===== config.mk =====
export PLATFORM = sky130hd
export DESIGN_NAME = spike_rate_encoder_flat
export DESIGN_NICKNAME = d
export VERILOG_FILES = /design/src/rtl/spike_rate_encoder_if.sv /design/src/rtl/spike_rate_encoder.sv /design/src/flat_wrapper.sv
export SDC_FILE = /design/constraint.sdc
export NUM_CORES = 1
export LEC_CHECK = 0
export ABC_CLOCK_PERIOD_IN_PS = 2050
export BUFFER_PORTS_ARGS = -buffer_cell sky130_fd_sc_hd__buf_2
export CORE_MARGIN = 5
export CORE_UTILIZATION = 57
export DETAILED_ROUTE_END_ITERATION = 10
export PLACE_DENSITY = 0.89
export SLEW_MARGIN = 20
export SYNTH_ARGS = -nofsm -noshare
export SYNTH_HDL_FRONTEND = slang
export SYNTH_SLANG_ARGS = --single-unit

===== constraint.sdc =====
create_clock -name clk -period 2.05 [get_ports clk]
set_input_delay 0.205 -clock clk [delete_from_list [all_inputs] [get_ports clk]]
set_output_delay 0.205 -clock clk [all_outputs]
set_load 0.05 [all_outputs]

===== src/rtl/spike_rate_encoder_if.sv =====
`default_nettype none
// ============================================================================
//  Module      : spike_rate_encoder_if
//  Description : Control/stimulus bundle between a frame driver and the
//                spike rate encoder (load/enable/intensities in, spikes and
//                frame status out).
//  Revision    : 1.0 - initial release
// ============================================================================
interface spike_rate_encoder_if #(
    parameter int IN_W = 4
) ();
    logic            en;
    logic            load;
    logic [IN_W-1:0] int1;
    logic [IN_W-1:0] int2;
    logic            v_out1;
    logic            v_out2;
    logic            busy;
    logic            frame_done;

    modport master (
        output en, load, int1, int2,
        input  v_out1, v_out2, busy, frame_done
    );

    modport slave (
        input  en, load, int1, int2,
        output v_out1, v_out2, busy, frame_done
    );
endinterface
`default_nettype wire


===== src/rtl/spike_rate_encoder.sv =====
`default_nettype none
// ============================================================================
//  Module      : spike_rate_encoder
//  Description : Converts two captured intensities into deterministic
//                rate-coded spike trains using phase accumulators. Each
//                stimulus is a frame of FRAME_LEN enabled RUN cycles followed
//                by REST_LEN silent cycles.
//  Revision    : 1.0 - initial release
// ============================================================================
module spike_rate_encoder #(
    parameter int IN_W      = 4,
    parameter int FRAME_LEN = 16,
    parameter int REST_LEN  = 4
) (
    input  logic                 clk,
    input  logic                 rst_n,
    spike_rate_encoder_if.slave  bus
);

    typedef enum logic [1:0] {
        S_IDLE = 2'd0,
        S_RUN  = 2'd1,
        S_REST = 2'd2
    } state_t;

    localparam int RUN_W  = (FRAME_LEN > 1) ? $clog2(FRAME_LEN) : 1;
    localparam int REST_W = (REST_LEN  > 1) ? $clog2(REST_LEN)  : 1;
    localparam logic [RUN_W-1:0]  RUN_LAST  = RUN_W'(FRAME_LEN - 1);
    localparam logic [REST_W-1:0] REST_LAST = REST_W'(REST_LEN - 1);

    state_t            state_q,  state_d;
    logic [IN_W-1:0]   acc1_q,   acc1_d;
    logic [IN_W-1:0]   acc2_q,   acc2_d;
    logic [IN_W-1:0]   int1_q,   int1_d;
    logic [IN_W-1:0]   int2_q,   int2_d;
    logic [RUN_W-1:0]  run_cnt_q,  run_cnt_d;
    logic [REST_W-1:0] rest_cnt_q, rest_cnt_d;
    logic              v1_q,   v1_d;
    logic              v2_q,   v2_d;
    logic              busy_q, busy_d;
    logic              done_q, done_d;

    // One extra bit so the accumulator carry becomes the spike.
    logic [IN_W:0]     w_sum1;
    logic [IN_W:0]     w_sum2;

    assign w_sum1 = {1'b0, acc1_q} + {1'b0, int1_q};
    assign w_sum2 = {1'b0, acc2_q} + {1'b0, int2_q};

    // State register: reset aborts any frame in progress without a done pulse.
    always_ff @(posedge clk or negedge rst_n) begin
        if (!rst_n) begin
            state_q    <= S_IDLE;
            acc1_q     <= '0;
            acc2_q     <= '0;
            int1_q     <= '0;
            int2_q     <= '0;
            run_cnt_q  <= '0;
            rest_cnt_q <= '0;
            v1_q       <= 1'b0;
            v2_q       <= 1'b0;
            busy_q     <= 1'b0;
            done_q     <= 1'b0;
        end else begin
            state_q    <= state_d;
            acc1_q     <= acc1_d;
            acc2_q     <= acc2_d;
            int1_q     <= int1_d;
            int2_q     <= int2_d;
            run_cnt_q  <= run_cnt_d;
            rest_cnt_q <= rest_cnt_d;
            v1_q       <= v1_d;
            v2_q       <= v2_d;
            busy_q     <= busy_d;
            done_q     <= done_d;
        end
    end

    // Next-state and registered-output decode; spikes default to silent.
    always_comb begin
        state_d    = state_q;
        acc1_d     = acc1_q;
        acc2_d     = acc2_q;
        int1_d     = int1_q;
        int2_d     = int2_q;
        run_cnt_d  = run_cnt_q;
        rest_cnt_d = rest_cnt_q;
        v1_d       = 1'b0;
        v2_d       = 1'b0;
        done_d     = 1'b0;

        case (state_q)
            S_IDLE: begin
                // Load is only honoured here, so a load held through a
                // frame's done pulse starts the next frame back-to-back.
                if (bus.load) begin
                    int1_d    = bus.int1;
                    int2_d    = bus.int2;
                    acc1_d    = '0;
                    acc2_d    = '0;
                    run_cnt_d = '0;
                    state_d   = S_RUN;
                end
            end
            S_RUN: begin
                if (bus.en) begin
                    v1_d      = w_sum1[IN_W];
                    v2_d      = w_sum2[IN_W];
                    acc1_d    = w_sum1[IN_W-1:0];
                    acc2_d    = w_sum2[IN_W-1:0];
                    run_cnt_d = run_cnt_q + RUN_W'(1);
                    if (run_cnt_q == RUN_LAST) begin
                        run_cnt_d  = run_cnt_q;
                        rest_cnt_d = '0;
                        state_d    = S_REST;
                    end
                end
            end
            S_REST: begin
                // Rest length is fixed and does not depend on en.
                rest_cnt_d = rest_cnt_q + REST_W'(1);
                if (rest_cnt_q == REST_LAST) begin
                    rest_cnt_d = rest_cnt_q;
                    done_d     = 1'b1;
                    state_d    = S_IDLE;
                end
            end
            default: begin
                state_d = S_IDLE;
            end
        endcase

        busy_d = (state_d != S_IDLE);
    end

    assign bus.v_out1     = v1_q;
    assign bus.v_out2     = v2_q;
    assign bus.busy       = busy_q;
    assign bus.frame_done = done_q;

endmodule
`default_nettype wire


===== src/flat_wrapper.sv =====
// flat-port wrapper written by rule: the top's interface ports become plain ports
module spike_rate_encoder_flat 
#(
    parameter int IN_W      = 4,
    parameter int FRAME_LEN = 16,
    parameter int REST_LEN  = 4
)
  (clk, rst_n, bus_en, bus_load, bus_int1, bus_int2, bus_v_out1, bus_v_out2, bus_busy, bus_frame_done);
  spike_rate_encoder_if #(.IN_W(IN_W)) bus_i ();
  input  logic clk;
  input  logic rst_n;
  input wire logic [$bits(bus_i.en)-1:0] bus_en;
  input wire logic [$bits(bus_i.load)-1:0] bus_load;
  input wire logic [$bits(bus_i.int1)-1:0] bus_int1;
  input wire logic [$bits(bus_i.int2)-1:0] bus_int2;
  output wire logic [$bits(bus_i.v_out1)-1:0] bus_v_out1;
  output wire logic [$bits(bus_i.v_out2)-1:0] bus_v_out2;
  output wire logic [$bits(bus_i.busy)-1:0] bus_busy;
  output wire logic [$bits(bus_i.frame_done)-1:0] bus_frame_done;
  assign bus_i.en = bus_en;
  assign bus_i.load = bus_load;
  assign bus_i.int1 = bus_int1;
  assign bus_i.int2 = bus_int2;
  assign bus_v_out1 = bus_i.v_out1;
  assign bus_v_out2 = bus_i.v_out2;
  assign bus_busy = bus_i.busy;
  assign bus_frame_done = bus_i.frame_done;
  spike_rate_encoder #(.IN_W(IN_W), .FRAME_LEN(FRAME_LEN), .REST_LEN(REST_LEN)) u_core (.clk(clk), .rst_n(rst_n), .bus(bus_i));
endmodule

==> flow_metrics.env, run 1 <==
export IMPL_finalCritPeriodShare_pct=83.3
export IMPL_hp_class="in -> reg"
export IMPL_syn_nets=167
export IMPL_synth_area_sq_um=1460
export IMPL_dp_cells=185
export IMPL_synth_compound_area_share_pct=14.8
export IMPL_ant_nets=0
export IMPL_vias=1081
export IMPL_drv_slew=0
export IMPL_min_from="bus_int1[2]"
export IMPL_clkSlewWorstSetupHoldPaths_ns=0.15
export IMPL_p_seq_share_pct=42.3
export IMPL_cts_tree="done"
export IMPL_globalRouteOverflowTotal=0
export IMPL_ios=16
export IMPL_wl_per_cell_um=14.1
export IMPL_grt_total_usage_pct=17.7
export IMPL_finalHoldViolCount=0
export IMPL_drv_cap=0
export IMPL_drt_total_wl_um=2680
export IMPL_drive_above_1_share_pct=15.0
export IMPL_arrival_ns=1.94
export IMPL_final_setup_tns_ns=0
export IMPL_die_y_um=60.6
export IMPL_die_area_sq_um=3670
export IMPL_numPortBuffers=15
export IMPL_drt_iter0_drc=32
export IMPL_area_growth_pct=9.95
export IMPL_avgSynthCellArea_sq_um=10.2
export IMPL_synth_seq_area_share_pct=48.0
export IMPL_htreeDepth=1
export IMPL_grt_pass1_vias=1153
export IMPL_setup_viol=0
export IMPL_async_flop_share_pct=100
export IMPL_yosys_warnings=0
export IMPL_stdcell_count=190
export IMPL_ys_ff_latch=28
export IMPL_synth_top_family_by_area="simple AND/OR/NAND/NOR gates"
export IMPL_rsz0062_at_grt="false"
export IMPL_hold_depth=3
export IMPL_maxSlewHeadroom_pct=60.3
export IMPL_synth_distinct_cells=33
export IMPL_max_freq_ghz=0.585
export IMPL_r2r_slack_ns=0.34
export IMPL_cts_buffers=3
export IMPL_synth_mux_area_share_pct=1.46
export IMPL_switchingPower_mw=0.906
export IMPL_p_sw_share_pct=39.9
export IMPL_dpl_hpwl_um=2000
export IMPL_grt_start_max_net_pins=29
export IMPL_status="complete, no violations"
export IMPL_clk_latency_ns=0.34
export IMPL_synth_top_flop_cell="dfrtp_1"
export IMPL_core_area_sq_um=2450
export IMPL_synth_fa_ha_area_share_pct=11.3
export IMPL_tightestPinTransition_ns=0.596
export IMPL_worstSetupPathType="reg -> reg"
export IMPL_synth_xor_area_share_pct=0.600
export IMPL_clock_root_buffer="clkbuf_4"
export IMPL_die_w_um=60.6
export IMPL_path_max_fanout=20
export IMPL_cts_sinks=28
export IMPL_critPathRequiredTime_ns=2.28
export IMPL_cts_resized=0
export IMPL_worstSetupEndpointType="flop"
export IMPL_gp_congestion=0.780
export IMPL_period_minus_slack_ns=1.71
export IMPL_r2r_cells=3
export IMPL_antenna_found_initial=0
export IMPL_firstDrtPassIters=4
export IMPL_synth_edf_count=0
export IMPL_pwr_share_clk_pct=11.9
export IMPL_diodes=0
export IMPL_reg2reg_from="u_core.state_q[0]"
export IMPL_critPathLaunchType="flop"
export IMPL_reg2reg_to="u_core.run_cnt_q[0]"
export IMPL_route_detailed_drc=0
export IMPL_yosys_area_share_simple_pct=19.7
export IMPL_power_density_nw_per_um2=1410
export IMPL_final_nets=185
export IMPL_startpoint="u_core.state_q[0]"
export IMPL_peakVddDrop_v=0.000986
export IMPL_netlist_instances=143
export IMPL_rows=18
export IMPL_power_internal_mw=1.36
export IMPL_clockBufferDepth=2
export IMPL_hold_end="u_core.int1_q[2]"
export IMPL_p_leak_nw=0.803
export IMPL_grt_pass1_wl_um=4900
export IMPL_viasPerCell=5.69
export IMPL_skew_ns=0.0131
export IMPL_initial_core_util_pct=59.4
export IMPL_comb_power_share_pct=45.7
==> power by group through the flow <==
stage               clock, mW  combinational [mW]  sequential (mW)
floorplan                   0               0.781            0.980
global placement            0               0.982            0.957
detailed placement          0                1.04            0.972
CTS                     0.278                1.05            0.959
global route            0.300                1.20            0.991
finish                  0.271                1.04            0.960
==> registers in the layout (all words and copies together), names as in the netlist <==
register               count
u_core.acc1_q              4
u_core.acc2_q              4
u_core.bus.busy            1
u_core.bus.frame_done      1
u_core.bus.v_out1          1
u_core.bus.v_out2          1
u_core.int1_q              4
u_core.int2_q              4
u_core.rest_cnt_q          2
u_core.run_cnt_q           4
u_core.state_q             2
==> critical path, stage by stage, from the launching register on <==
cell     delay (ns)
dfrtp_1        0.53
or3b_4         0.57
a22o_1         0.25
mux2_2         0.26
==> placed cells by master, fill, tap and decap left out, types with 2 or more instances in the layout <==
| cell | count |
|---|---|
| a22o_1 | 2 |
| ha_1 | 10 |
| nor2b_1 | 5 |
| buf_4 | 2 |
| and3b_1 | 4 |
| nor2_1 | 2 |
| nand3_1 | 11 |
| o22ai_1 | 3 |
| o31ai_1 | 4 |
| clkbuf_4 | 3 |
| o21ai_0 | 6 |
| inv_1 | 8 |
| fa_1 | 2 |
| nor3b_1 | 2 |
| nand2_1 | 26 |
| a21boi_0 | 3 |
| a21o_1 | 2 |
| a21oi_1 | 5 |
| o41ai_1 | 2 |
| buf_2 | 15 |
| nand2b_1 | 2 |
| dfrtp_1 | 28 |
==> synthesized netlist by cell type (3+ instances only) <==
| master | instances | area share (%) |
|---|---|---|
| o21ai_0 | 6 | 2.1 |
| nand3_1 | 11 | 3.8 |
| nand2_1 | 26 | 6.7 |
| o31ai_1 | 4 | 2.1 |
| and3b_1 | 4 | 2.4 |
| o22ai_1 | 3 | 1.3 |
| inv_1 | 8 | 2.1 |
| a21oi_1 | 5 | 1.7 |
| a21boi_0 | 3 | 1.5 |
| dfrtp_1 | 28 | 48 |
| ha_1 | 10 | 8.6 |
| nor2b_1 | 5 | 2.1 |
==> layout make-up <==
class	count	area [sq um]
Multi-Input combinational cell	102	699
Tap cell	30	37.5
Sequential cell	28	701
Timing Repair Buffer	18	100
Fill cell	205	851
Clock buffer	4	36.3
Inverter	8	30.0
==> metrics by stage <==
stage	utilization, %	hold WS [ns]	power, mW	setup slack, ns	area [sq um]
after detailed placement	63.5	0.252	2.02	0.371	1560
after global placement	63.5	0.243	1.94	0.404	1560
final	65.3	0.0471	2.27	0.342	1600
after floorplan	-	-0.0906	1.76	0.573	1460
after global routing	65.3	0.0379	2.49	0.140	1600
after CTS	65.3	0.0455	2.28	0.344	1600
==> per-layer routing <==
metal / up-vias / wire [um] / global-route usage (%)
met5: - / 0 / 0
met2: 17 / 1350 / 30.7
li1: 532 / - / -
met4: 0 / 57 / 8.36
met3: 7 / 111 / 4.04
met1: 525 / 1160 / 20.8
==> cells by family after synthesis <==
| group | Yosys count |
|---|---|
| flip-flops | 28 |
| multiplexers | 2 |
| buffers and inverters | 13 |
| XOR/XNOR | 1 |
| AND/OR/NAND/NOR | 56 |
| adder cells (fa/ha/maj) | 12 |
| AO/OA/AOI/OAI | 31 |
==> worst max-delay path by stage <==
stage,to,depth (start not counted)
2_1_floorplan,u_core.run_cnt_q[2],4
3_3_place_gp,u_core.run_cnt_q[0],3
3_5_place_dp,u_core.run_cnt_q[0],3
4_1_cts,u_core.run_cnt_q[0],3
5_1_grt,u_core.acc1_q[2],3
6_report,u_core.run_cnt_q[0],3
==> timing repair <==
item / in CTS / in global routing
setup buffers: 0 / 0
endpoints found under the hold margin: 28 / 0
hold buffers: 1 / 0
setup endpoints to repair: 0 / 0
No activity file was read; power rests on OpenSTA's default activity.
==> run 2, diff against run 1 <==
- ABC_CLOCK_PERIOD_IN_PS: 2050 -> 1500
- CORE_UTILIZATION: 57 -> 51
- PLACE_DENSITY: 0.89 -> 0.85
- clock period: 2.05 -> 1.5 ns (I/O delays scaled with it)
==> flow_metrics.env, run 2 (synthesized netlist as in run 1, its figures left out) <==
export IMPL_hp_class="in -> reg"
export IMPL_path_max_fanout=5
export IMPL_cts_sinks=28
export IMPL_pwr_share_clk_pct=13.6
export IMPL_arrival_ns=1.71
export IMPL_final_area_sq_um=1800
export IMPL_startpoint="u_core.run_cnt_q[0]"
export IMPL_grt_pass1_wl_um=5280
export IMPL_globalRouteOverflowTotal=0
export IMPL_skew_ns=0.0137
export IMPL_clkSlewWorstSetupHoldPaths_ns=0.15
export IMPL_top_layer="met4"
export IMPL_critPathRequiredTime_ns=1.73
export IMPL_drive_above_1_share_pct=28.0
export IMPL_reg2reg_from="u_core.run_cnt_q[0]"
export IMPL_pre_cts_slack_ns=-0.0647
export IMPL_tightestPinTransition_ns=0.629
export IMPL_p_sw_share_pct=38.2
export IMPL_grt_pass1_vias=1197
export IMPL_final_common_cell="dfrtp_1"
export IMPL_ff_latch_area_sq_um=702
export IMPL_finalCritPeriodShare_pct=98.4
export IMPL_met1_length_um=1390
export IMPL_dpl_hpwl_um=2140
export IMPL_route_detailed_drc=0
export IMPL_clk_latency_ns=0.33
export IMPL_critPathLaunchType="flop"
export IMPL_diodes=0
export IMPL_switchingPower_mw=1.36
export IMPL_most_common_layout_cells="dfrtp_1, nand2_1, buf_2"
export IMPL_drt_total_wl_um=3010
export IMPL_gp_congestion=0.836
export IMPL_route_met3_wl_um=95
export IMPL_dp_cells=192
export IMPL_clockBufferDepth=2
export IMPL_comb_power_share_pct=50.4
export IMPL_p_leak_nw=0.896
export IMPL_finalHoldViolCount=0
export IMPL_firstDrtPassIters=4
export IMPL_stdcell_count=206
export IMPL_core_area_sq_um=2760
export IMPL_crit_end="u_core.run_cnt_q[0]"
export IMPL_die_area_sq_um=4030
export IMPL_placedInstanceArea_sq_um=1600
export IMPL_power_density_nw_per_um2=1980
export IMPL_clock_root_buffer="clkbuf_4"
export IMPL_multi_input_area_sq_um=757
export IMPL_reg2reg_to="u_core.run_cnt_q[0]"
export IMPL_route_met2_wl_um=1500
export IMPL_htreeDepth=1
export IMPL_setup_ws_ns=0.0239
export IMPL_period_minus_slack_ns=1.48
export IMPL_r2r_cells=4
export IMPL_grt_start_max_net_pins=29
export IMPL_setup_viol=0
export IMPL_final_nets=200
export IMPL_viasPerCell=5.56
export IMPL_power_internal_mw=2.21
export IMPL_rows=19
export IMPL_maxSlewHeadroom_pct=58.0
export IMPL_status="complete, no violations"
export IMPL_die_w_um=63.5
export IMPL_area_growth_pct=23.6
export IMPL_cts_tree="done"
export IMPL_die_y_um=63.5
export IMPL_total_power_mw=3.57
export IMPL_r2r_slack_ns=0.02
export IMPL_worstSetupEndpointType="flop"
export IMPL_ant_nets=0
export IMPL_initial_core_util_pct=52.9
export IMPL_drv_cap=0
export IMPL_peakVddDrop_v=0.00124
export IMPL_antenna_found_initial=0
export IMPL_numPortBuffers=15
export IMPL_fill_cells=231
export IMPL_p_seq_share_pct=36.1
export IMPL_max_freq_ghz=0.677
export IMPL_vias=1146
export IMPL_worstSetupPathType="reg -> reg"
export IMPL_drv_slew=0
export IMPL_cts_buffers=3
export IMPL_grt_total_usage_pct=16.1
export IMPL_rsz0062_at_grt="true"
export IMPL_wl_per_cell_um=14.6
export IMPL_drt_iter0_drc=34
export IMPL_ios=16
run 2: cell types whose count changed in the layout (fill, tap and decap cells not counted), sizes merged:
cell / change
dlygate4sd3: +4
buf: +11
bufinv: +1
clkbuf: -1
run 2: stage by stage:
step                hold WS, ns  util [%]  setup TNS, ns
global route             0.0130      65.4        -0.0325
detailed placement        0.199      58.2        -0.0860
CTS                     0.00423      63.3              0
finish                   0.0255      65.4              0
floorplan                -0.146         -              0
global placement          0.194      58.2              0
run 2: how the worst min path moves through the flow:
stage,slack (ns),startpoint,depth (start not counted),to
final,0.03,bus_int1[1],3,u_core.int1_q[1]
after global routing,0.01,bus_int2[2],3,u_core.int2_q[2]
after CTS,0.004,bus_int1[3],3,u_core.int1_q[3]
after detailed placement,0.20,rst_n,1,u_core.bus.v_out2
after global placement,0.19,rst_n,1,u_core.int2_q[2]
after floorplan,-0.15,rst_n,0,u_core.acc1_q[0]
run 2: power by group through the flow:
| stage | clock, mW | combinational (mW) | sequential [mW] |
|---|---|---|---|
| after floorplan | 0 | 1.07 | 1.34 |
| after global placement | 0 | 1.43 | 1.28 |
| after detailed placement | 0 | 1.53 | 1.30 |
| after CTS | 0.502 | 1.67 | 1.28 |
| after global routing | 0.538 | 2.05 | 1.32 |
| final | 0.484 | 1.80 | 1.29 |
run 2: what timing repair did:
item                                    CTS  global route
resized for setup                         9             9
hold buffers                              4             1
pin swaps                                 1             3
setup buffers                             3             2
endpoints found under the setup margin    5            11
endpoints found under the hold margin    31             1
run 2: final cells by class:
type / count / area share, %
Multi-Input combinational cell: 102 / 42.0
Sequential cell: 28 / 38.9
Tap cell: 31 / 2.15
Timing Repair Buffer: 33 / 12.4
Clock inverter: 1 / 1.67
Clock buffer: 3 / 1.25
Inverter: 8 / 1.67
run 2: layer usage:
| metal | vias to the layer above | GRT usage (%) |
|---|---|---|
| met5 | - | 0 |
| met4 | 0 | 5.19 |
| met3 | 4 | 2.66 |
| met2 | 16 | 26.9 |
| met1 | 558 | 21.2 |
| li1 | 568 | - |
run 2: worst max-delay path, stage by stage, from the launching register on:
cell and delay [ns]:
dfrtp_1 0.43, ha_1 0.23, and3_4 0.21, a22o_1 0.25, mux2_4 0.26
